===== src/rtl/wireout_sequencer.sv =====
`default_nettype none
// ============================================================================
// Module   : wireout_sequencer
// Purpose  : Upload-path controller for the MCU wire interface. When the
//            wire-input FSM sits in WireOUT (wire_state==3) one frame is
//            streamed to the host over a valid/ready word link: echo header
//            16'hB79E, NUM_WORDS status words read from the status bank and,
//            optionally, the inverted 16-bit sum of those words. A one-cycle
//            wireoutfinish pulse then releases the wire-input FSM. A stalled
//            host link is aborted after TIMEOUT_CYC stalled cycles.
// Ports    : clk_in        system clock
//            rst_n         synchronous active-low reset
//            wire_state    wire-input FSM state (3 = WireOUT)
//            rd_addr       status bank read address
//            rd_data       status bank data, one cycle after rd_addr
//            tx_data       upload word to host
//            tx_valid      tx_data valid
//            tx_ready      host accepts word (transfer = tx_valid & tx_ready)
//            wireoutfinish one-cycle pulse, frame done or timed out
//            busy          high whenever the sequencer is not idle
//            timeout_err   sticky timeout flag, cleared at next frame start
// Options  : CHECKSUM_EN   when defined, appends ~sum(words) to each frame
// Revision : 1.0  initial release
// ============================================================================
module wireout_sequencer #(
  parameter int NUM_WORDS   = 16,
  parameter int ADDR_W      = 5,
  parameter int TIMEOUT_CYC = 4096
) (
  input  logic              clk_in,
  input  logic              rst_n,
  input  logic [2:0]        wire_state,
  output logic [ADDR_W-1:0] rd_addr,
  input  logic [15:0]       rd_data,
  output logic [15:0]       tx_data,
  output logic              tx_valid,
  input  logic              tx_ready,
  output logic              wireoutfinish,
  output logic              busy,
  output logic              timeout_err
);

  localparam logic [15:0]       c_HEADER   = 16'hB79E;
  localparam logic [2:0]        c_WIREOUT  = 3'd3;
  localparam logic [ADDR_W-1:0] c_LAST_IDX = ADDR_W'(NUM_WORDS - 1);
  localparam logic [ADDR_W-1:0] c_IDX_ONE  = ADDR_W'(1);
  localparam int                c_STALL_W  = (TIMEOUT_CYC > 2) ? $clog2(TIMEOUT_CYC) : 1;
  localparam logic [c_STALL_W-1:0] c_STALL_MAX = c_STALL_W'(TIMEOUT_CYC - 1);
  localparam logic [c_STALL_W-1:0] c_STALL_ONE = c_STALL_W'(1);

  typedef enum logic [2:0] {
    S_IDLE      = 3'd0,
    S_HDR       = 3'd1,
    S_FETCH     = 3'd2,
    S_SEND      = 3'd3,
    S_CSUM      = 3'd4,
    S_DONE      = 3'd5,
    S_WAIT_EXIT = 3'd6
  } state_t;

  state_t                r_state;
  logic [ADDR_W-1:0]     r_rd_addr;
  logic [ADDR_W-1:0]     r_idx;
  logic [15:0]           r_tx_data;
  logic                  r_tx_valid;
  logic                  r_finish;
  logic                  r_timeout_err;
  logic                  r_fetch_ph;
  logic [c_STALL_W-1:0]  r_stall_cnt;

  logic w_in_frame;
  logic w_xfer;
  logic w_stalled;
  logic w_timeout;

  assign w_in_frame = (wire_state == c_WIREOUT);
  assign w_xfer     = r_tx_valid & tx_ready;
  assign w_stalled  = r_tx_valid & ~tx_ready;
  // A transfer on the limit edge is not a stall, so the transfer wins.
  assign w_timeout  = w_stalled && (r_stall_cnt == c_STALL_MAX);

`ifdef CHECKSUM_EN
  logic [15:0] r_csum;
  logic [15:0] w_csum_next;
  assign w_csum_next = r_csum + r_tx_data;
`endif

  always_ff @(posedge clk_in) begin
    if (!rst_n) begin
      r_state       <= S_IDLE;
      r_rd_addr     <= '0;
      r_idx         <= '0;
      r_tx_data     <= '0;
      r_tx_valid    <= 1'b0;
      r_finish      <= 1'b0;
      r_timeout_err <= 1'b0;
      r_fetch_ph    <= 1'b0;
      r_stall_cnt   <= '0;
`ifdef CHECKSUM_EN
      r_csum        <= '0;
`endif
    end else begin
      r_finish <= 1'b0;

      if (w_stalled && !w_timeout) r_stall_cnt <= r_stall_cnt + c_STALL_ONE;
      else                         r_stall_cnt <= '0;

      case (r_state)
        S_IDLE: begin
          if (w_in_frame) begin
            r_state       <= S_HDR;
            r_tx_data     <= c_HEADER;
            r_tx_valid    <= 1'b1;
            r_timeout_err <= 1'b0;
            r_idx         <= '0;
`ifdef CHECKSUM_EN
            r_csum        <= '0;
`endif
          end
        end

        S_HDR: begin
          if (!w_in_frame) begin
            r_tx_valid <= 1'b0;
            r_state    <= S_IDLE;
          end else if (w_xfer) begin
            r_tx_valid <= 1'b0;
            r_rd_addr  <= '0;
            r_fetch_ph <= 1'b0;
            r_state    <= S_FETCH;
          end else if (w_timeout) begin
            r_tx_valid    <= 1'b0;
            r_timeout_err <= 1'b1;
            r_finish      <= 1'b1;
            r_state       <= S_DONE;
          end
        end

        // Phase 0 waits for the bank's one-cycle read latency; phase 1
        // captures the word.
        S_FETCH: begin
          if (!w_in_frame) begin
            r_state <= S_IDLE;
          end else if (r_fetch_ph) begin
            r_tx_data  <= rd_data;
            r_tx_valid <= 1'b1;
            r_state    <= S_SEND;
          end else begin
            r_fetch_ph <= 1'b1;
          end
        end

        S_SEND: begin
          if (!w_in_frame) begin
            r_tx_valid <= 1'b0;
            r_state    <= S_IDLE;
          end else if (w_xfer) begin
            if (r_idx == c_LAST_IDX) begin
`ifdef CHECKSUM_EN
              // Checksum word follows immediately, valid stays high.
              r_csum    <= w_csum_next;
              r_tx_data <= ~w_csum_next;
              r_state   <= S_CSUM;
`else
              r_tx_valid <= 1'b0;
              r_finish   <= 1'b1;
              r_state    <= S_DONE;
`endif
            end else begin
`ifdef CHECKSUM_EN
              r_csum     <= w_csum_next;
`endif
              r_tx_valid <= 1'b0;
              r_idx      <= r_idx + c_IDX_ONE;
              r_rd_addr  <= r_idx + c_IDX_ONE;
              r_fetch_ph <= 1'b0;
              r_state    <= S_FETCH;
            end
          end else if (w_timeout) begin
            r_tx_valid    <= 1'b0;
            r_timeout_err <= 1'b1;
            r_finish      <= 1'b1;
            r_state       <= S_DONE;
          end
        end

`ifdef CHECKSUM_EN
        S_CSUM: begin
          if (!w_in_frame) begin
            r_tx_valid <= 1'b0;
            r_state    <= S_IDLE;
          end else if (w_xfer) begin
            r_tx_valid <= 1'b0;
            r_finish   <= 1'b1;
            r_state    <= S_DONE;
          end else if (w_timeout) begin
            r_tx_valid    <= 1'b0;
            r_timeout_err <= 1'b1;
            r_finish      <= 1'b1;
            r_state       <= S_DONE;
          end
        end
`endif

        S_DONE: begin
          r_state <= S_WAIT_EXIT;
        end

        // Holding here until WireOUT is left limits the block to one
        // frame per WireOUT entry.
        S_WAIT_EXIT: begin
          if (!w_in_frame) r_state <= S_IDLE;
        end

        default: begin
          r_tx_valid <= 1'b0;
          r_state    <= S_IDLE;
        end
      endcase
    end
  end

  assign rd_addr       = r_rd_addr;
  assign tx_data       = r_tx_data;
  assign tx_valid      = r_tx_valid;
  assign wireoutfinish = r_finish;
  assign timeout_err   = r_timeout_err;
  assign busy          = (r_state != S_IDLE);

endmodule
`default_nettype wire


===== config.mk =====
export PLATFORM = sky130hd
export DESIGN_NAME = wireout_sequencer
export DESIGN_NICKNAME = d
export VERILOG_FILES = /design/src/rtl/wireout_sequencer.sv
export SDC_FILE = /design/constraint.sdc
export NUM_CORES = 1
export LEC_CHECK = 0
export ABC_AREA = 1
export CORE_MARGIN = 8
export CORE_UTILIZATION = 50
export DETAILED_ROUTE_END_ITERATION = 10
export GPL_TIMING_DRIVEN = 0
export PLACE_DENSITY = 0.8
export SLEW_MARGIN = 20
export SYNTH_ARGS = -nofsm -noshare
export SYNTH_HDL_FRONTEND = slang
export SYNTH_SLANG_ARGS = --single-unit
export TNS_END_PERCENT = 10

===== constraint.sdc =====
create_clock -name clk_in -period 2.2 [get_ports clk_in]
set_clock_uncertainty 0.2 [all_clocks]
set_input_delay 0.44 -clock clk_in [delete_from_list [all_inputs] [get_ports clk_in]]
set_output_delay 0.44 -clock clk_in [all_outputs]
set_load 0.005 [all_outputs]

==> metrics.txt, run 1 <==
Worst Path Arrival 1.51 ns; top-area cell type share of the netlist area 43.3%; Post-DRT Antenna Nets 0; met2 Track Usage GR roughly 26%; average footprint of a synthesized cell 7.54 µm²; worst-margin pin slew 0.480 ns; main area contributors after synthesis dfxtp_1 (43%), nand2_1 (9.7%), nor2_1 (7.2%); H-tree Lvls 2; largest net degree at the start of global routing 15; Max IR drop VDD 0.507 mV; busiest layer in global routing met2; FFs w/ async S/R, synth 0%; Port Buffers 46; endpoint class of the critical path output port; vias in the first global route 1747; post-CTS setup repair buffer count 0; Static Leakage 0.00102 µW; Inst Count DP 372; first-pass iteration count of the detailed router 4; ANT cells 0; Skew-Pair Late Insertion Delay 0.30 ns; Final Hold Fails 0; met1 Track Usage GR about 18%; Detailed Route Iter0 Violations 119; DP Wirelength 3680 µm; Yosys cell types 31; Die Width 80.5 µm; final WL between 4000 and 5000 µm; worst-path maximum fanout 6; drt drc 0; CTS Sinks 45; CTS tree built; CP max stage cell clkdlybuf4s50_1; Netlist Area Pre-Place 2080 µm²; Max stage delay on crit path approximately 0.52 ns; Final #Nets 354; Synth Net Count 301; # rows 23; total gr overflow 0; critical path type register to output port; Slew HR between 60 and 70%; Starting Density 52.0%; GRT met3 Usage 3.24%; global-route wire length before repair slightly below 8000 µm; outcome completed; clk root buf clkbuf_8; Clock Tree Buf Depth 2; Final Cycle Share 97.6%; PD cells 602 nW/µm²; Die Span Y 80.5 µm; # setup viols final 0; largest area contributor in the netlist dfxtp_1; flip-flop and latch count after synthesis 45; Mapped Cells 276; register area 903 µm²; Post-synth EDFFs 0; worst slack, placed -0.233 ns; clk slew on worst S/H paths ~0.090 ns; Non-Filler Instances 380; gr usage total 15.0%; Hold Path Class register to register; RSZ-0062 raised after global routing false; die area 6480 µm²; Critical Path RT about 1.6 ns; Synth top cells by count nand2_1 (54), dfxtp_1 (45), nor2_1 (40), a21oi_1 (29), inv_1 (28); Area Growth Syn to Fin 31.1%; CP Cell Sequence inv_1 -> nand3_2 -> clkdlybuf4s50_1; filler cell count 363; Main synth FF type dfxtp_1; maximum clock frequency 0.466 GHz; total power 1640 µW; fin. max-slew vios 0; Max-Cap Viols 0; post-synthesis sequential area ratio a little over two fifths; I/O pins 47; routed via count between 1500 and 2000; Warnings, synthesis 0; final worst path period need 2.15 ns; hold buffers post-CTS 0; ratio of cells with drive above 1 in the final layout 9.70%; wire length per cell 13.1 µm; most frequent cell after synthesis nand2_1; routability congestion estimate from global placement 0.863; initial antenna violation count 0; setup ws final approximately 0.053 ns; core area 4000 µm²; area of the multi-input gates 1010 µm²; total CTS buffers 5; startpoint types register; DR vias/cell approximately 5.0
-- path summary, 6_finish.rpt --
path | end | depth (start not counted) | startpoint | slack (ns)
max | busy | 3 | r_state[2]$_SDFFE_PN0P_ | 0.05
min | r_stall_cnt[0]$_SDFF_PN0_ | 1 | r_stall_cnt[0]$_SDFF_PN0_ | 0.26
max reg2reg | r_stall_cnt[11]$_SDFF_PN0_ | 7 | r_stall_cnt[0]$_SDFF_PN0_ | 0.28
min reg2reg | r_stall_cnt[0]$_SDFF_PN0_ | 1 | r_stall_cnt[0]$_SDFF_PN0_ | 0.26
-- layout make-up --
type | count | share of cell area (%)
buffer | 8 | 1.88
clock buffer | 6 | 3.03
clock inverter | 2 | 1.38
inverter | 31 | 4.26
multi-input combinational | 192 | 37.2
sequential | 45 | 33.1
tap | 50 | 2.29
timing repair buffer | 46 | 16.9
-- state kept, by name (all words and copies together) (netlist names) --
signal         flops
tx_data           16
r_stall_cnt       12
r_idx              5
rd_addr            5
r_state            3
r_fetch_ph         1
timeout_err        1
tx_valid           1
wireoutfinish      1
-- cells by family (layout without fill, tap and decap cells) --
group	Yosys count	count (layout)	synth area share (%)
AOI/OAI and AO/OA	54	54	15.0
xor gates and xnor gates	8	8	3.37
adders and majority gates	3	3	1.80
buffers and inverters	39	93	8.06
DFF	45	45	43.3
and+or+nand+nor	127	127	28.5
-- layout by cell type, fill, tap and decap left out, types with 6 or more instances in the layout --
master / netlist / final
a21oi_1: 29 / 29
o21ai_0: 11 / 11
inv_1: 28 / 27
clkbuf_8: 0 / 6
xor2_1: 7 / 7
nor2_1: 40 / 39
nand2_1: 54 / 54
nand3_1: 10 / 10
dfxtp_1: 45 / 43
clkdlybuf4s50_1: 0 / 46
o21bai_1: 11 / 11
-- per-stage QoR --
| stage | setup TNS (ns) | cell area [µm²] | hold slack [ns] | utilization, % |
|---|---|---|---|---|
| 3_3_place_gp | -1.26 | 2600 | 0.232 | 65.1 |
| 4_1_cts | 0 | 2730 | 0.261 | 68.1 |
| 2_1_floorplan | 0 | 2080 | 0.218 | - |
| 3_5_place_dp | -1.59 | 2600 | 0.242 | 65.1 |
| 5_1_grt | 0 | 2730 | 0.286 | 68.2 |
| 6_report | 0 | 2730 | 0.260 | 68.2 |
-- worst max-delay path: cells and delay by family (launching register included) --
family,cells,cell delay [ns]
buffers and inverters,2,0.63
flip-flops,1,0.44
AND/OR/NAND/NOR,1,0.14
-- repair_timing --
| action | in CTS | in global routing |
|---|---|---|
| gates resized for setup | 1 | 3 |
| setup endpoints to repair | 1 | 6 |
| gates cloned | 0 | 0 |
-- routing by layer --
layer	share of wire, %	vias to the layer above
met5	0	-
met4	0.92	0
met3	4.0	5
met2	50	42
met1	45	864
li1	-	989
-- power by group --
group | switching (µW) | total (µW) | leakage (µW) | internal (µW)
Combinational | 63.5 | 147 | 0.000597 | 83.4
Sequential | 10.6 | 842 | 0.000366 | 831
Clock | 286 | 655 | 0.0000574 | 370
Total | 360 | 1640 | 0.00102 | 1280
(Power assumes the default switching activity.)
==> inputs of run 2 (changes only) <==
--- a/config.mk
+++ b/config.mk
@@ -6,7 +6,7 @@
 export NUM_CORES = 1
 export LEC_CHECK = 0
 export ABC_AREA = 1
-export CORE_MARGIN = 8
+export CORE_MARGIN = 3
 export CORE_UTILIZATION = 50
 export DETAILED_ROUTE_END_ITERATION = 10
 export GPL_TIMING_DRIVEN = 0
==> run 2 against run 1 <==
  * Critical path depth did not move
  * Die area fell by 23%
  * Clock power fell by 5.2%
  * Count of clock-buffer cells in the layout fell by 1
  * Combinational power barely moved
==> metrics.txt, run 2 (synthesis results as in run 1) <==
Skew-Pair Late Insertion Delay 0.30 ns (about the same); total power 1610 µW (was 1640 µW); register area 903 µm² (unchanged); worst hold slack 0.251 ns (was 0.260 ns); Post-DRT Antenna Nets 0 (unchanged); end of the worst register-to-register path r_stall_cnt[11]$_SDFF_PN0_ (unchanged); global-route wire length before repair 8020 µm (was 7850 µm); DR vias/cell 5.03 (was 5.00); maximum clock frequency 0.471 GHz (was 0.466 GHz); max reg flops 16 (unchanged); final worst path period need 2.12 ns (was 2.15 ns); Max-Cap Viols 0 (unchanged); WHS Path Cells 1 (unchanged); Post-DP Area 2600 µm² (about the same); endpoint class of the critical path output port (unchanged); Max IR drop VDD 0.503 mV (was 0.507 mV); fin util 71.1% (was 68.2%); critical path type register to output port (unchanged); Area Growth Syn to Fin 30.8% (was 31.1%); clk root buf clkbuf_8 (unchanged); wire length per cell 12.2 µm (was 13.1 µm); worst-path maximum fanout 6 (unchanged); startpoint types register (unchanged); core area 3830 µm² (was 4000 µm²); filler cell count 321 (was 363); drt drc 0 (unchanged); Detailed Route Iter0 Violations 104 (was 119); # rows 22 (was 23); ratio of cells with drive above 1 in the final layout 9.39% (was 9.70%); routability congestion estimate from global placement 0.842 (was 0.863); worst r2r src r_stall_cnt[0]$_SDFF_PN0_ (unchanged); worst-margin pin slew 0.490 ns (was 0.480 ns); routed via count 1903 (was 1900); final WL 4630 µm (was 4990 µm); # setup viols final 0 (unchanged); hold_sp r_stall_cnt[0]$_SDFF_PN0_ (unchanged); I/O pins 47 (unchanged); worst slack, placed -0.243 ns (was -0.233 ns); Min-Delay Endpoint r_stall_cnt[0]$_SDFF_PN0_ (unchanged); most frequent cells in the layout nand2_1 (54), clkdlybuf4s50_1 (46), dfxtp_1 (43) (unchanged); CTS tree built (unchanged); Final #Nets 354 (unchanged); hold buffers post-CTS 0 (unchanged); initial antenna violation count 0 (unchanged); vias in the first global route 1795 (was 1747); reg2reg setup slack 0.26 ns (was 0.28 ns); area of the multi-input gates 1010 µm² (unchanged); total CTS buffers 5 (unchanged); clk slew on worst S/H paths 0.09 ns (about the same); RSZ-0062 raised after global routing false (unchanged); outcome completed (unchanged); r2r worst-path depth 7 (unchanged); Hold Path Class register to register (unchanged); Critical Path RT 1.56 ns (about the same); Worst Path Arrival 1.48 ns (was 1.51 ns); die area 4970 µm² (was 6480 µm²); ANT cells 0 (unchanged); H-tree Lvls 2 (unchanged); Final Cycle Share 96.5% (was 97.6%); commonest non-fill, non-tap cell in the layout nand2_1 (unchanged); Slew HR 67.3% (was 68.0%); Starting Density 54.4% (was 52.0%); final instance area 2720 µm² (was 2730 µm²); DP Wirelength 3470 µm (was 3680 µm); gr usage total 19.6% (was 15.0%); Die Span Y 70.5 µm (was 80.5 µm); Clock Tree Buf Depth 2 (unchanged); fin. max-slew vios 0 (unchanged); total gr overflow 0 (unchanged); Port Buffers 46 (unchanged); largest net degree at the start of global routing 16 (was 15); setup ws final 0.0764 ns (was 0.0533 ns); CTS Sinks 45 (unchanged); Critical Path Start r_state[2]$_SDFFE_PN0P_ (unchanged); first-pass iteration count of the detailed router 4 (unchanged); Die Width 70.5 µm (was 80.5 µm); Final Hold Fails 0 (unchanged); Static Leakage 0.00102 µW (about the same); PD cells 591 nW/µm² (was 602 nW/µm²)
-- run 2: cell count changes in the layout (fill, tap and decap cells not counted), sizes merged --
cell | before | now
clkbuf | 9 | 8
clkinv | 0 | 1
-- run 2: power breakdown --
part           internal [µW]  switching (µW)
combinational           83.4            62.5
clock                    340             281
sequential               831            10.5
total                   1250             354
-- run 2: per-stage QoR --
stage                     instances  TNS [ns]
after detailed placement        370     -1.58
after floorplan                 276         0
final                           378         0
after global placement          370     -1.18
after CTS                       378         0
after global routing            378         0
-- run 2: worst max-delay path by stage --
| stage | to | slack [ns] | cells after the start |
|---|---|---|---|
| 6_report | busy | 0.08 | 3 |
| 5_1_grt | busy | 0.002 | 3 |
| 4_1_cts | busy | 0.05 | 3 |
| 3_5_place_dp | rd_addr[3]$_SDFFE_PN0P_ | -0.24 | 10 |
| 3_3_place_gp | rd_addr[4]$_SDFFE_PN0P_ | -0.19 | 10 |
| 2_1_floorplan | r_stall_cnt[11]$_SDFF_PN0_ | 0.49 | 7 |
-- run 2: layer usage --
| metal | vias to the layer above | GRT usage (%) | routed length, µm |
|---|---|---|---|
| li1 | 995 | - | - |
| met1 | 865 | 25.9 | 2140 |
| met2 | 37 | 32.1 | 2280 |
| met3 | 6 | 4.03 | 157 |
| met4 | 0 | 5.74 | 46 |
| met5 | - | 0 | 0 |
-- run 2: cell type report --
| type | instances | share of cell area [%] |
|---|---|---|
| well taps | 48 | 2.21 |
| flip-flops and latches | 45 | 33.2 |
| clock buffers | 5 | 2.53 |
| repair buffers | 46 | 16.9 |
| clock inverters | 3 | 1.70 |
| multi-input cells | 192 | 37.3 |
| inverters | 31 | 4.28 |
| plain buffers | 8 | 1.89 |
-- run 2: timing repair --
| item | CTS | global route |
|---|---|---|
| setup endpoints to repair | 1 | 6 |
| setup buffers | 0 | 0 |
| resized for setup | 1 | 2 |
-- run 2: worst max-delay path: stages, from the launching register on --
cell             delay (ns)
dfxtp_2                0.43
inv_1                  0.11
nand3_2                0.14
clkdlybuf4s50_1        0.51
